===== src/rtl/magic_arb_pkg.sv =====
// Shared types and constants for the magic device read-port arbiter.
package magic_arb_pkg;

    // Arbiter states: waiting for a requester, waiting on the device, presenting a response
    typedef enum logic [1:0] {
        IDLE = 2'd0,
        WAIT = 2'd1,
        RESP = 2'd2
    } arb_state_e;

    // Data handed back when the device never answers
    localparam logic [63:0] ERR_DATA_DEFAULT = 64'hDEAD_BEEF_DEAD_BEEF;

    // Width of the per-transaction timeout counter; covers TIMEOUT up to 255
    localparam int TMO_CNT_W = 8;

endpackage


===== src/rtl/rr_picker.sv =====
// Combinational round-robin picker: first asserted request at or after ptr, wrapping.
module rr_picker #(
    parameter int NUM_REQ = 4,
    parameter int IDX_W   = $clog2(NUM_REQ)
) (
    input  logic [NUM_REQ-1:0] req,
    input  logic [IDX_W-1:0]   ptr,
    output logic [NUM_REQ-1:0] gnt,
    output logic [IDX_W-1:0]   idx
);

    localparam int SUM_W = IDX_W + 1;

    logic [SUM_W-1:0] sum;
    logic [IDX_W-1:0] cand;
    logic             found;

    // Walk the requesters starting at ptr and grant the first one that is asking
    always_comb begin
        gnt   = '0;
        idx   = '0;
        found = 1'b0;
        sum   = '0;
        cand  = '0;
        for (int i = 0; i < NUM_REQ; i++) begin
            sum = {1'b0, ptr} + SUM_W'(i);
            if (sum >= SUM_W'(NUM_REQ)) begin
                sum = sum - SUM_W'(NUM_REQ);
            end
            cand = sum[IDX_W-1:0];
            if (!found && req[cand]) begin
                found     = 1'b1;
                gnt[cand] = 1'b1;
                idx       = cand;
            end
        end
    end

endmodule


===== src/rtl/magic_device_arbiter.sv =====
// Round-robin arbiter sharing the magic device read port, one transaction in flight,
// with a timeout that turns a hung device into an error response.
module magic_device_arbiter
    import magic_arb_pkg::*;
#(
    parameter int                NUM_REQ  = 4,
    parameter int                SEL_W    = 12,
    parameter int                DATA_W   = 64,
    parameter int                TIMEOUT  = 255,
    parameter logic [DATA_W-1:0] ERR_DATA = DATA_W'(ERR_DATA_DEFAULT)
) (
    input  logic                     clock,
    input  logic                     reset_n,
    input  logic [NUM_REQ-1:0]       req_valid,
    output logic [NUM_REQ-1:0]       req_ready,
    input  logic [NUM_REQ*SEL_W-1:0] req_select,
    output logic [NUM_REQ-1:0]       resp_valid,
    input  logic [NUM_REQ-1:0]       resp_ready,
    output logic [DATA_W-1:0]        resp_data,
    output logic                     resp_err,
    output logic [SEL_W-1:0]         dev_read_select,
    output logic                     dev_read_ready,
    input  logic                     dev_read_valid,
    input  logic [DATA_W-1:0]        dev_read_data
);

    localparam int IDX_W = (NUM_REQ > 1) ? $clog2(NUM_REQ) : 1;
    localparam logic [TMO_CNT_W-1:0] TMO_LAST = TMO_CNT_W'(TIMEOUT - 1);

    arb_state_e             state_q, state_d;
    logic [IDX_W-1:0]       rrPtr_q, rrPtr_d;
    logic [IDX_W-1:0]       owner_q, owner_d;
    logic [TMO_CNT_W-1:0]   tmoCnt_q, tmoCnt_d;
    logic [SEL_W-1:0]       select_q, select_d;
    logic [DATA_W-1:0]      data_q, data_d;
    logic                   err_q, err_d;

    logic [NUM_REQ-1:0]     pickGnt;
    logic [IDX_W-1:0]       pickIdx;
    logic [SEL_W-1:0]       pickSel;

    rr_picker #(
        .NUM_REQ (NUM_REQ),
        .IDX_W   (IDX_W)
    ) u_picker (
        .req (req_valid),
        .ptr (rrPtr_q),
        .gnt (pickGnt),
        .idx (pickIdx)
    );

    // Pull out the select of whichever requester the picker chose
    always_comb begin
        pickSel = '0;
        for (int i = 0; i < NUM_REQ; i++) begin
            if (pickGnt[i]) begin
                pickSel = req_select[i*SEL_W +: SEL_W];
            end
        end
    end

    // Next-state logic: accept in IDLE, wait for data or timeout, hold response until taken
    always_comb begin
        state_d   = state_q;
        rrPtr_d   = rrPtr_q;
        owner_d   = owner_q;
        tmoCnt_d  = tmoCnt_q;
        select_d  = select_q;
        data_d    = data_q;
        err_d     = err_q;
        req_ready = '0;
        unique case (state_q)
            IDLE: begin
                req_ready = pickGnt;
                if (|pickGnt) begin
                    owner_d  = pickIdx;
                    select_d = pickSel;
                    tmoCnt_d = '0;
                    state_d  = WAIT;
                end
            end
            WAIT: begin
                tmoCnt_d = tmoCnt_q + TMO_CNT_W'(1);
                if (dev_read_valid) begin
                    data_d  = dev_read_data;
                    err_d   = 1'b0;
                    state_d = RESP;
                end else if (tmoCnt_q == TMO_LAST) begin
                    data_d  = ERR_DATA;
                    err_d   = 1'b1;
                    state_d = RESP;
                end
            end
            RESP: begin
                if (resp_ready[owner_q]) begin
                    state_d = IDLE;
                    if (owner_q == IDX_W'(NUM_REQ - 1)) begin
                        rrPtr_d = '0;
                    end else begin
                        rrPtr_d = owner_q + IDX_W'(1);
                    end
                end
            end
            default: begin
                state_d = IDLE;
            end
        endcase
    end

    // State and datapath registers, cleared asynchronously so a reset can abort a WAIT
    always_ff @(posedge clock or negedge reset_n) begin
        if (!reset_n) begin
            state_q  <= IDLE;
            rrPtr_q  <= '0;
            owner_q  <= '0;
            tmoCnt_q <= '0;
            select_q <= '0;
            data_q   <= '0;
            err_q    <= 1'b0;
        end else begin
            state_q  <= state_d;
            rrPtr_q  <= rrPtr_d;
            owner_q  <= owner_d;
            tmoCnt_q <= tmoCnt_d;
            select_q <= select_d;
            data_q   <= data_d;
            err_q    <= err_d;
        end
    end

    // Steer the response valid to the owner only while a response is being presented
    always_comb begin
        resp_valid = '0;
        if (state_q == RESP) begin
            resp_valid[owner_q] = 1'b1;
        end
    end

    assign resp_data       = data_q;
    assign resp_err        = err_q;
    assign dev_read_select = select_q;
    assign dev_read_ready  = (state_q == WAIT);

endmodule


===== config.mk =====
export PLATFORM = sky130hd
export DESIGN_NAME = magic_device_arbiter
export DESIGN_NICKNAME = d
export VERILOG_FILES = /design/src/rtl/magic_arb_pkg.sv /design/src/rtl/rr_picker.sv /design/src/rtl/magic_device_arbiter.sv
export SDC_FILE = /design/constraint.sdc
export NUM_CORES = 1
export LEC_CHECK = 0
export CORE_ASPECT_RATIO = 0.75
export CORE_UTILIZATION = 40
export CTS_CLUSTER_SIZE = 20
export DETAILED_ROUTE_END_ITERATION = 16
export GPL_TIMING_DRIVEN = 0
export PLACE_DENSITY = 0.89
export SLEW_MARGIN = 30
export SYNTH_ARGS = -nofsm -noshare
export SYNTH_HDL_FRONTEND = slang
export SYNTH_SLANG_ARGS = --single-unit

===== constraint.sdc =====
create_clock -name clock -period 4.2 [get_ports clock]
set_input_delay 1.05 -clock clock [delete_from_list [all_inputs] [get_ports clock]]
set_output_delay 1.05 -clock clock [all_outputs]
set_load 0.05 [all_outputs]

==> results of run 1 <==
[stage by stage]
step | worst slack [ns] | hold slack [ns] | setup TNS, ns
finish | 0.118 | 0.473 | 0
global route | 0.00233 | 0.505 | 0
CTS | 0.0379 | 0.484 | 0
detailed placement | -1.22 | 0.469 | -3.88
global placement | -1.16 | 0.457 | -108.87
floorplan | 0.0601 | 0.444 | 0
[worst max-delay path: stages, from the launching register on]
cell and delay (ns):
sky130_fd_sc_hd__dfrtp_1 0.41, sky130_fd_sc_hd__buf_4 0.20, sky130_fd_sc_hd__inv_1 0.14, sky130_fd_sc_hd__ha_4 0.33, sky130_fd_sc_hd__mux2_2 0.37, sky130_fd_sc_hd__or2_1 0.28, sky130_fd_sc_hd__o32ai_4 0.20, sky130_fd_sc_hd__a21o_1 0.20
sky130_fd_sc_hd__nor2_2 0.06, sky130_fd_sc_hd__clkbuf_8 0.17, sky130_fd_sc_hd__nor3_2 0.13, sky130_fd_sc_hd__buf_6 0.18
[power by group through the flow]
stage | logic [mW] | clock network [mW] | registers (mW)
5_1_grt | 4.47 | 0.813 | 1.62
3_5_place_dp | 4.12 | 0 | 1.57
4_1_cts | 4.21 | 0.781 | 1.56
6_report | 4.23 | 0.755 | 1.57
2_1_floorplan | 1.52 | 0 | 2.76
3_3_place_gp | 4.01 | 0 | 1.55
[worst min-delay path by stage]
stage / to / cells after the start
finish: dev_read_select[4]$_DFFE_PN0P_ / 2
global route: dev_read_select[8]$_DFFE_PN0P_ / 2
CTS: dev_read_select[8]$_DFFE_PN0P_ / 2
detailed placement: dev_read_select[8]$_DFFE_PN0P_ / 2
global placement: dev_read_select[4]$_DFFE_PN0P_ / 2
floorplan: tmoCnt_q[3]$_DFFE_PN0P_ / 1
[routing by layer]
metal	global-route usage, %	wire, um
met4	5.56	147
met5	0	0
met1	28.9	5430
met3	8.21	1270
met2	40.5	6460
[layout by cell type, fill, tap and decap left out, types with 4 or more instances in the layout]
cell / count
sky130_fd_sc_hd__clkdlybuf4s50_1: 199
sky130_fd_sc_hd__dfrtp_1: 90
sky130_fd_sc_hd__o22a_1: 49
sky130_fd_sc_hd__nand2_1: 29
sky130_fd_sc_hd__nor2_1: 21
sky130_fd_sc_hd__clkbuf_1: 17
sky130_fd_sc_hd__a22o_1: 16
sky130_fd_sc_hd__o41ai_1: 13
sky130_fd_sc_hd__nor4_1: 12
sky130_fd_sc_hd__a221oi_1: 12
sky130_fd_sc_hd__ha_1: 11
sky130_fd_sc_hd__and2_1: 9
sky130_fd_sc_hd__nand3_1: 9
sky130_fd_sc_hd__clkbuf_16: 9
sky130_fd_sc_hd__inv_1: 7
sky130_fd_sc_hd__buf_4: 7
sky130_fd_sc_hd__a21oi_1: 6
sky130_fd_sc_hd__buf_2: 5
sky130_fd_sc_hd__mux2i_1: 5
sky130_fd_sc_hd__mux2_2: 5
sky130_fd_sc_hd__o21ai_0: 5
sky130_fd_sc_hd__o211ai_1: 4
sky130_fd_sc_hd__o31ai_1: 4
[registers in the layout, indices dropped and copies added, names as in the netlist]
register         cells
dev_read_select     12
owner_q              2
resp_data           64
resp_err             1
rrPtr_q              2
state_q              2
tmoCnt_q             8
[cell type report]
class / count / area share (%)
Buffer: 29 / 2.25
Clock buffer: 10 / 3.29
Clock inverter: 6 / 0.702
Inverter: 8 / 0.432
Multi-Input combinational cell: 251 / 27.8
Sequential cell: 91 / 32.8
Tap cell: 136 / 2.45
Timing Repair Buffer: 210 / 30.3
[timing repair]
item / in CTS / in global routing
setup endpoints to repair: 4 / 4
gates cloned: 0 / 0
pin swaps: 3 / 1
hold buffers: 0 / 0
gates resized for setup: 35 / 2
setup buffers: 3 / 0
[logic make-up after synthesis]
family                     after synthesis  synth area share [%]
AOI/OAI and AO/OA                      125                  24.2
and+or+nand+nor                        101                  11.6
DFF                                     91                  52.8
buffers and inverters                   38                  3.89
muxes                                   13                  4.03
adders and majority gates               12                  3.48
==> run summary, run 1 <==
The flow ran to the end, and the final reports show no timing, DRC or antenna violations. Combinational cells account for 64.5% of the total power. The number of iterations in the first detailed-routing pass came out at 4.

The completed layout was analyzed and its total power is 6.56 mW. Data on the critical path arrives at its endpoint at 3.03 ns. TritonCTS built the clock tree.

The wire length of the first global-routing pass came out at 20700 um. In this run switching power makes up 50.4% of total power. The number of levels in the clock H-tree is 3. At the pin with the least slew margin, the transition time is 0.542 ns. The clock latency reported for the late side of the worst-skew pair is 0.34 ns.

Setup slack on the worst reg-to-reg path comes out at 0.83 ns. The overall routing resource usage came out at 23.9%. The fraction of post-synthesis cell area in the top cell type by area is 52.8%.

The sequential cell fraction of total power is 24.0%. For this configuration, the core starts out at a cell density of 41.6%. The via count of the first global-routing pass is 4225. The estimated wirelength of the detail-placed design came out at 9870 um. The final design utilization is 67.1%. The async set or reset register ratio after synthesis is 100%. The routability-driven placement congestion ratio came out at 0.946.

After synthesis, the mean cell area works out to 11.4 um2. TritonCTS created 9 clock buffers. The capturing element of the worst setup path is req_ready[3]. The hold violation total from the final report is 0. The post-synthesis cell area came out at 4310 um2.

The multi-input combinational cells in the finished layout cover a total of 1930 um2. Port buffering added 206 buffers. The worst min-delay path startpoint is dev_read_select[4]$_DFFE_PN0P_. Setup violations remaining at the end of the flow were counted as 0. Excluding fillers, the count of instances in the completed layout stands at 741. The area of the die is 11200 um2. The most instantiated flip-flop cell in the synthesis netlist is sky130_fd_sc_hd__dfrtp_1. The critical path data required time is 3.15 ns.

Of the cells placed in the final design, the portion with a size suffix greater than 1 is 9.26%. The total grt overflow came out at 0. The overall die width is 122 um. The maximum number of pins on one net before global-route repair is 74. With fillers left out, the area of the finished cells amounts to 6960 um2. After clock tree synthesis, the clock-pin slew on the worst setup and hold paths is 0.06 ns. The number of flops mapped to enable cells by yosys is 0. For this block, the via count after detailed routing is 4140. 0 antenna diodes ended up in the layout.

STA classifies the critical path endpoint as a primary output. The vertical die dimension is 91.9 um. The critical path in this run is classified as reg -> out. The max-slew violation total from the final report came out at 0. Sorting the synthesized cells by how often they occur yields sky130_fd_sc_hd__dfrtp_1, sky130_fd_sc_hd__o22a_1, sky130_fd_sc_hd__nand2_1, sky130_fd_sc_hd__nor2_1, sky130_fd_sc_hd__clkbuf_1. Summing all placed instances gives a cell area of 6590 um2.

The end of the worst register-to-register path is dev_read_select[0]$_DFFE_PN0P_. The gate count after technology mapping came out at 380. The worst setup path startpoint is rrPtr_q[1]$_DFFE_PN0P_. The worst slew margin relative to its limit came out at 63.9%.

Fill cells in the final layout number 753. Wires add up to 13300 um. The type of the tightest min-delay check is reg -> reg. The post-synthesis cell type count came out at 48. The number of antenna violations at the first check in global routing came out at 0. The number of DRC violations after detailed routing is 0. The final critical delay including setup and external delays came out at 4.08 ns. The synthesized design spends more area on one cell type than any other, namely sky130_fd_sc_hd__dfrtp_1. The root buffer selected by CTS is sky130_fd_sc_hd__clkbuf_16. The worst clock skew on the final layout came out at 0.00940 ns. By instance count, the leading cell after synthesis is sky130_fd_sc_hd__dfrtp_1. The portion of total power attributed to the clock network is 11.5%. In this run the static leakage power is 2.82 nW.

The post-detailed-route via-to-cell ratio is 5.59. The worst-case IR drop observed on VDD is 0.719 mV. The total power per unit cell area came out at 943 nW/um2.

The maximum fanout along the worst path is 10. The area growth from synthesis to layout is 61.2%. Setup repair after global routing left no endpoint under its margin. The number of cell rows is 32. The startpoint identified for the worst register-to-register timing path is rrPtr_q[1]$_DFFE_PN0P_. The register bit total from synthesis came out at 91.

The net switching power is 3.30 mW. STA classifies the critical path startpoint as a flip-flop. The top achievable clock speed is 245 MHz. The maximum clock insertion buffer count is 2. After detailed routing, the average wire length per cell comes to 18.0 um. The core box area came out at 10400 um2. The design internal power is 3.25 mW. The share of the cycle needed by the critical path after routing came out at 97.2%. The synthesized net count came out at 515. The count of nets left with antenna violations once routing finished came out at 0. The number of sinks handled by clock tree synthesis is 91.

During I/O placement, the number of pins put on the boundary was 209. The number of cells on the worst reg-to-reg path is 12. The final layout contains 735 nets. Yosys attributes the largest share of cell area to sky130_fd_sc_hd__dfrtp_1, sky130_fd_sc_hd__o22a_1, sky130_fd_sc_hd__ha_1, sky130_fd_sc_hd__a22o_1, sky130_fd_sc_hd__a221oi_1. The sequential fraction of the synthesis area came out at 52.8%.

The max-capacitance violation count is 0. The placed cell count came out at 723. The count of yosys warnings during synthesis is 0.

The detailed router's first-iteration violation count came out at 191. The total area of sequential cells is 2280 um2.
No activity file was read; power rests on OpenSTA's default activity.
==> inputs of run 2 (changes only) <==
--- a/config.mk
+++ b/config.mk
@@ -7,10 +7,11 @@
 export LEC_CHECK = 0
 export CORE_ASPECT_RATIO = 0.75
 export CORE_UTILIZATION = 40
+export CTS_CLUSTER_DIAMETER = 120
 export CTS_CLUSTER_SIZE = 20
 export DETAILED_ROUTE_END_ITERATION = 16
 export GPL_TIMING_DRIVEN = 0
-export PLACE_DENSITY = 0.89
+export PLACE_DENSITY = 0.79
 export SLEW_MARGIN = 30
 export SYNTH_ARGS = -nofsm -noshare
 export SYNTH_HDL_FRONTEND = slang
==> run 2 against run 1 <==
Effect of this change:
- setup slack better by 0.015 ns
- cell count up 0.27%
- critical path depth unchanged
- sequential cell count unchanged
- count of clock-buffer cells in the layout up 1
- via count down 0.22%
- total power up 1.2%
- maximum frequency up 0.37%
- register-to-register slack about the same
- largest cell class is now non-clock buffers
==> run summary, run 2 (synthesized netlist as in run 1, its figures left out) <==
The peak ir drop on the vdd network came to 0.663 mV (-7.8%). The final design utilization came to 67.4% (+0.35 points). The via total after detailed routing came out at 4131 (-0.22%). The final net count was 737 (+0.27%).

The number of DRC violations after detailed routing came out at 0 (unchanged). TritonCTS built the clock tree. The data arrival time of the worst path came out at 3.02 ns (about the same). The slack of the worst reg-to-reg path is 0.84 ns (about the same). The hold violation total from the final report was 0 (unchanged). The number of cell rows was 32 (unchanged). The detailed router's first-iteration violation count is 155 (-19%).

Relative to the synthesized area, the layout overhead comes to 62.1%. The transition at the pin with the smallest max-transition slack is 0.566 ns (+0.0240 ns). The number of iterations in the first detailed-routing pass came out at 5 (+1).

The net switching power is 3.30 mW (about the same). The startpoint type of the worst setup path is a flip-flop. The max-slew violation total from the final report is 0 (unchanged). The estimated wirelength of the detail-placed design came out at 9920 um (+0.54%). The critical path is of the reg -> out type. The number of fill cells in the layout is 778 (+3.3%). The via count of the first global-routing pass was 4123 (-2.4%).

The combinational power share is 64.1% (-0.4 points). The number of buffers inserted during clock tree synthesis was 9 (unchanged). The library cell used most frequently in the layout, excluding fill and tap cells, is sky130_fd_sc_hd__clkdlybuf4s50_1. The slowest stage of the critical path belongs to the cell sky130_fd_sc_hd__dfrtp_1. The cell leakage power came out at 2.84 nW (+0.74%). The final critical delay including setup and external delays came out at 4.07 ns (-0.0151 ns).

The number of levels in the clock H-tree came out at 3 (unchanged). The area of the die came out at 11200 um2 (unchanged). The path class of the tightest hold or removal check is reg -> reg. The switching fraction of total power was 49.8% (-0.63 points). The post-place setup slack came out at -1.20 ns (+0.0201 ns).

The number of cells on the worst reg-to-reg path was 12 (unchanged). The worst hold slack came to 0.474 ns (+0.000961 ns). The share of the cycle needed by the critical path after routing came to 96.8% (-0.36 points). The clock latency reported for the late side of the worst-skew pair came out at 0.34 ns (about the same). The total of endpoints with negative setup slack in the final report is 0 (unchanged). The vertical die dimension came out at 91.9 um (unchanged).

The share of layout cells above drive strength 1 was 9.23% (-0.030 points). The total grt overflow came to 0 (unchanged). The top achievable clock speed is 246 MHz (+0.37%). The overall routing resource usage came out at 24.2% (+0.35 points). The max-capacitance violation count came to 0 (unchanged). The total power per unit cell area came out at 949 nW/um2 (+0.64%). The flow ran to the end, and the final reports show no timing, DRC or antenna violations. The number of antenna violations at the first check in global routing came to 0 (unchanged). The critical path data required time came out at 3.15 ns (about the same). Traced cell by cell, the critical path runs through buf_4 > inv_1 > ha_4 > mux2_2 > or2_1 > o32ai_4 > a21o_1 > nor2_2 > clkbuf_8 > nor3_2 > buf_6. The delay of the slowest cell on the worst path is 0.42 ns (about the same). The wire length per cell is 18.3 um (+1.9%). The total routed wirelength is 13600 um (+2.2%). The placement-stage cell area came out at 6590 um2 (unchanged). The maximum number of pins on one net before global-route repair came out at 67 (-9.5%). The post-route setup TNS is 0 ns (unchanged). Leaving out fill and tap cells, the most frequent cells in the layout are sky130_fd_sc_hd__clkdlybuf4s50_1, sky130_fd_sc_hd__dfrtp_1, sky130_fd_sc_hd__o22a_1. The design internal power is 3.33 mW (+2.4%). The portion of total power attributed to the clock network is 12.3% (+0.8 points). The overall die width is 122 um (unchanged). The number of primary I/O pins came out at 209 (unchanged). The worst clock skew on the final layout is 0.00779 ns (-0.00160 ns). The flip-flop count of the largest register after layout came to 64 (unchanged).

The smallest setup slack after layout is 0.133 ns (+0.0151 ns). STA classifies the critical path endpoint as a primary output. The initial standard-cell utilization of the core came out at 41.6% (unchanged).

The post-detailed-route via-to-cell ratio came out at 5.56 (-0.49%). The sequential cell fraction of total power came out at 23.6% (-0.4 points). The number of nets with antenna violations after routing is 0 (unchanged).

The maximum fanout along the worst path is 10 (unchanged). The worst slew margin relative to its limit came out at 62.1% (-1.7 points). The clock transition at the registers of the reported paths is 0.06 ns (about the same). The cell sitting at the root of the clock tree is a sky130_fd_sc_hd__clkbuf_16. The worst hold path cell count came to 2 (unchanged).

The number of I/O port buffers is 206 (unchanged). The maximum clock insertion buffer count came out at 2 (unchanged). The number of antenna repair diodes was 0 (unchanged). The routability-driven placement congestion ratio is 0.849 (-10%). The number of sinks handled by clock tree synthesis is 91 (unchanged). The core box area is 10400 um2 (unchanged). The final standard cell area without fillers is 6990 um2 (+0.52%).

The wire length of the first global-routing pass is 21000 um (+1.1%).
## run 2: timing repair
| action | CTS | global route |
|---|---|---|
| cloned | 0 | 0 |
| endpoints found under the setup margin | 4 | 4 |
| hold buffers | 0 | 0 |
| pin swaps | 4 | 2 |
| setup buffers | 3 | 2 |
| gates resized for setup | 32 | 4 |
## run 2: cell type report
class / instances / area [um2] / area share, %
Sequential cell: 91 / 2280 / 32.6
Timing Repair Buffer: 212 / 2120 / 30.4
Multi-Input combinational cell: 251 / 1930 / 27.6
Clock buffer: 11 / 243 / 3.47
Tap cell: 136 / 170 / 2.43
Buffer: 29 / 156 / 2.24
Clock inverter: 5 / 60.1 / 0.859
Inverter: 8 / 30.0 / 0.429
## run 2: metrics by stage
stage               instances  power, mW
floorplan                 380       4.28
global placement          722       5.59
detailed placement        723       5.68
CTS                       741       6.61
global route              743       6.96
finish                    743       6.63
## run 2: final timing paths
kind	endpoint	from
setup / recovery	req_ready[3]	rrPtr_q[0]$_DFFE_PN0P_
hold / removal	dev_read_select[1]$_DFFE_PN0P_	dev_read_select[1]$_DFFE_PN0P_
setup reg to reg	dev_read_select[9]$_DFFE_PN0P_	rrPtr_q[0]$_DFFE_PN0P_
hold reg to reg	dev_read_select[1]$_DFFE_PN0P_	dev_read_select[1]$_DFFE_PN0P_
max in group asynchronous	rrPtr_q[0]$_DFFE_PN0P_	reset_n
min in group asynchronous	resp_data[15]$_DFFE_PN0P_	reset_n
## run 2: worst max-delay path: cells and delay by family, from the launching register on
family / cells / cell delay, ns
AO/OA/AOI/OAI: 2 / 0.42
flip-flops: 1 / 0.42
buffers and inverters: 4 / 0.64
adder cells (fa/ha/maj): 1 / 0.32
multiplexers: 1 / 0.37
AND/OR/NAND/NOR: 3 / 0.49
## run 2: routing by layer
| layer | vias to the layer above | wire length [um] | track usage (%) | share of wire [%] |
|---|---|---|---|---|
| li1 | 1909 | - | - | - |
| met1 | 2013 | 5750 | 31.0 | 42 |
| met2 | 184 | 6500 | 39.4 | 48 |
| met3 | 25 | 1070 | 6.65 | 7.9 |
| met4 | 0 | 273 | 7.92 | 2.0 |
| met5 | - | 0 | 0 | 0 |
## run 2: power groups by stage
| stage | Clock [mW] | Sequential [mW] | Combinational [mW] |
|---|---|---|---|
| 3_5_place_dp | 0 | 1.56 | 4.11 |
| 6_report | 0.817 | 1.56 | 4.25 |
| 3_3_place_gp | 0 | 1.55 | 4.04 |
| 2_1_floorplan | 0 | 2.76 | 1.52 |
| 4_1_cts | 0.842 | 1.56 | 4.21 |
| 5_1_grt | 0.873 | 1.61 | 4.47 |
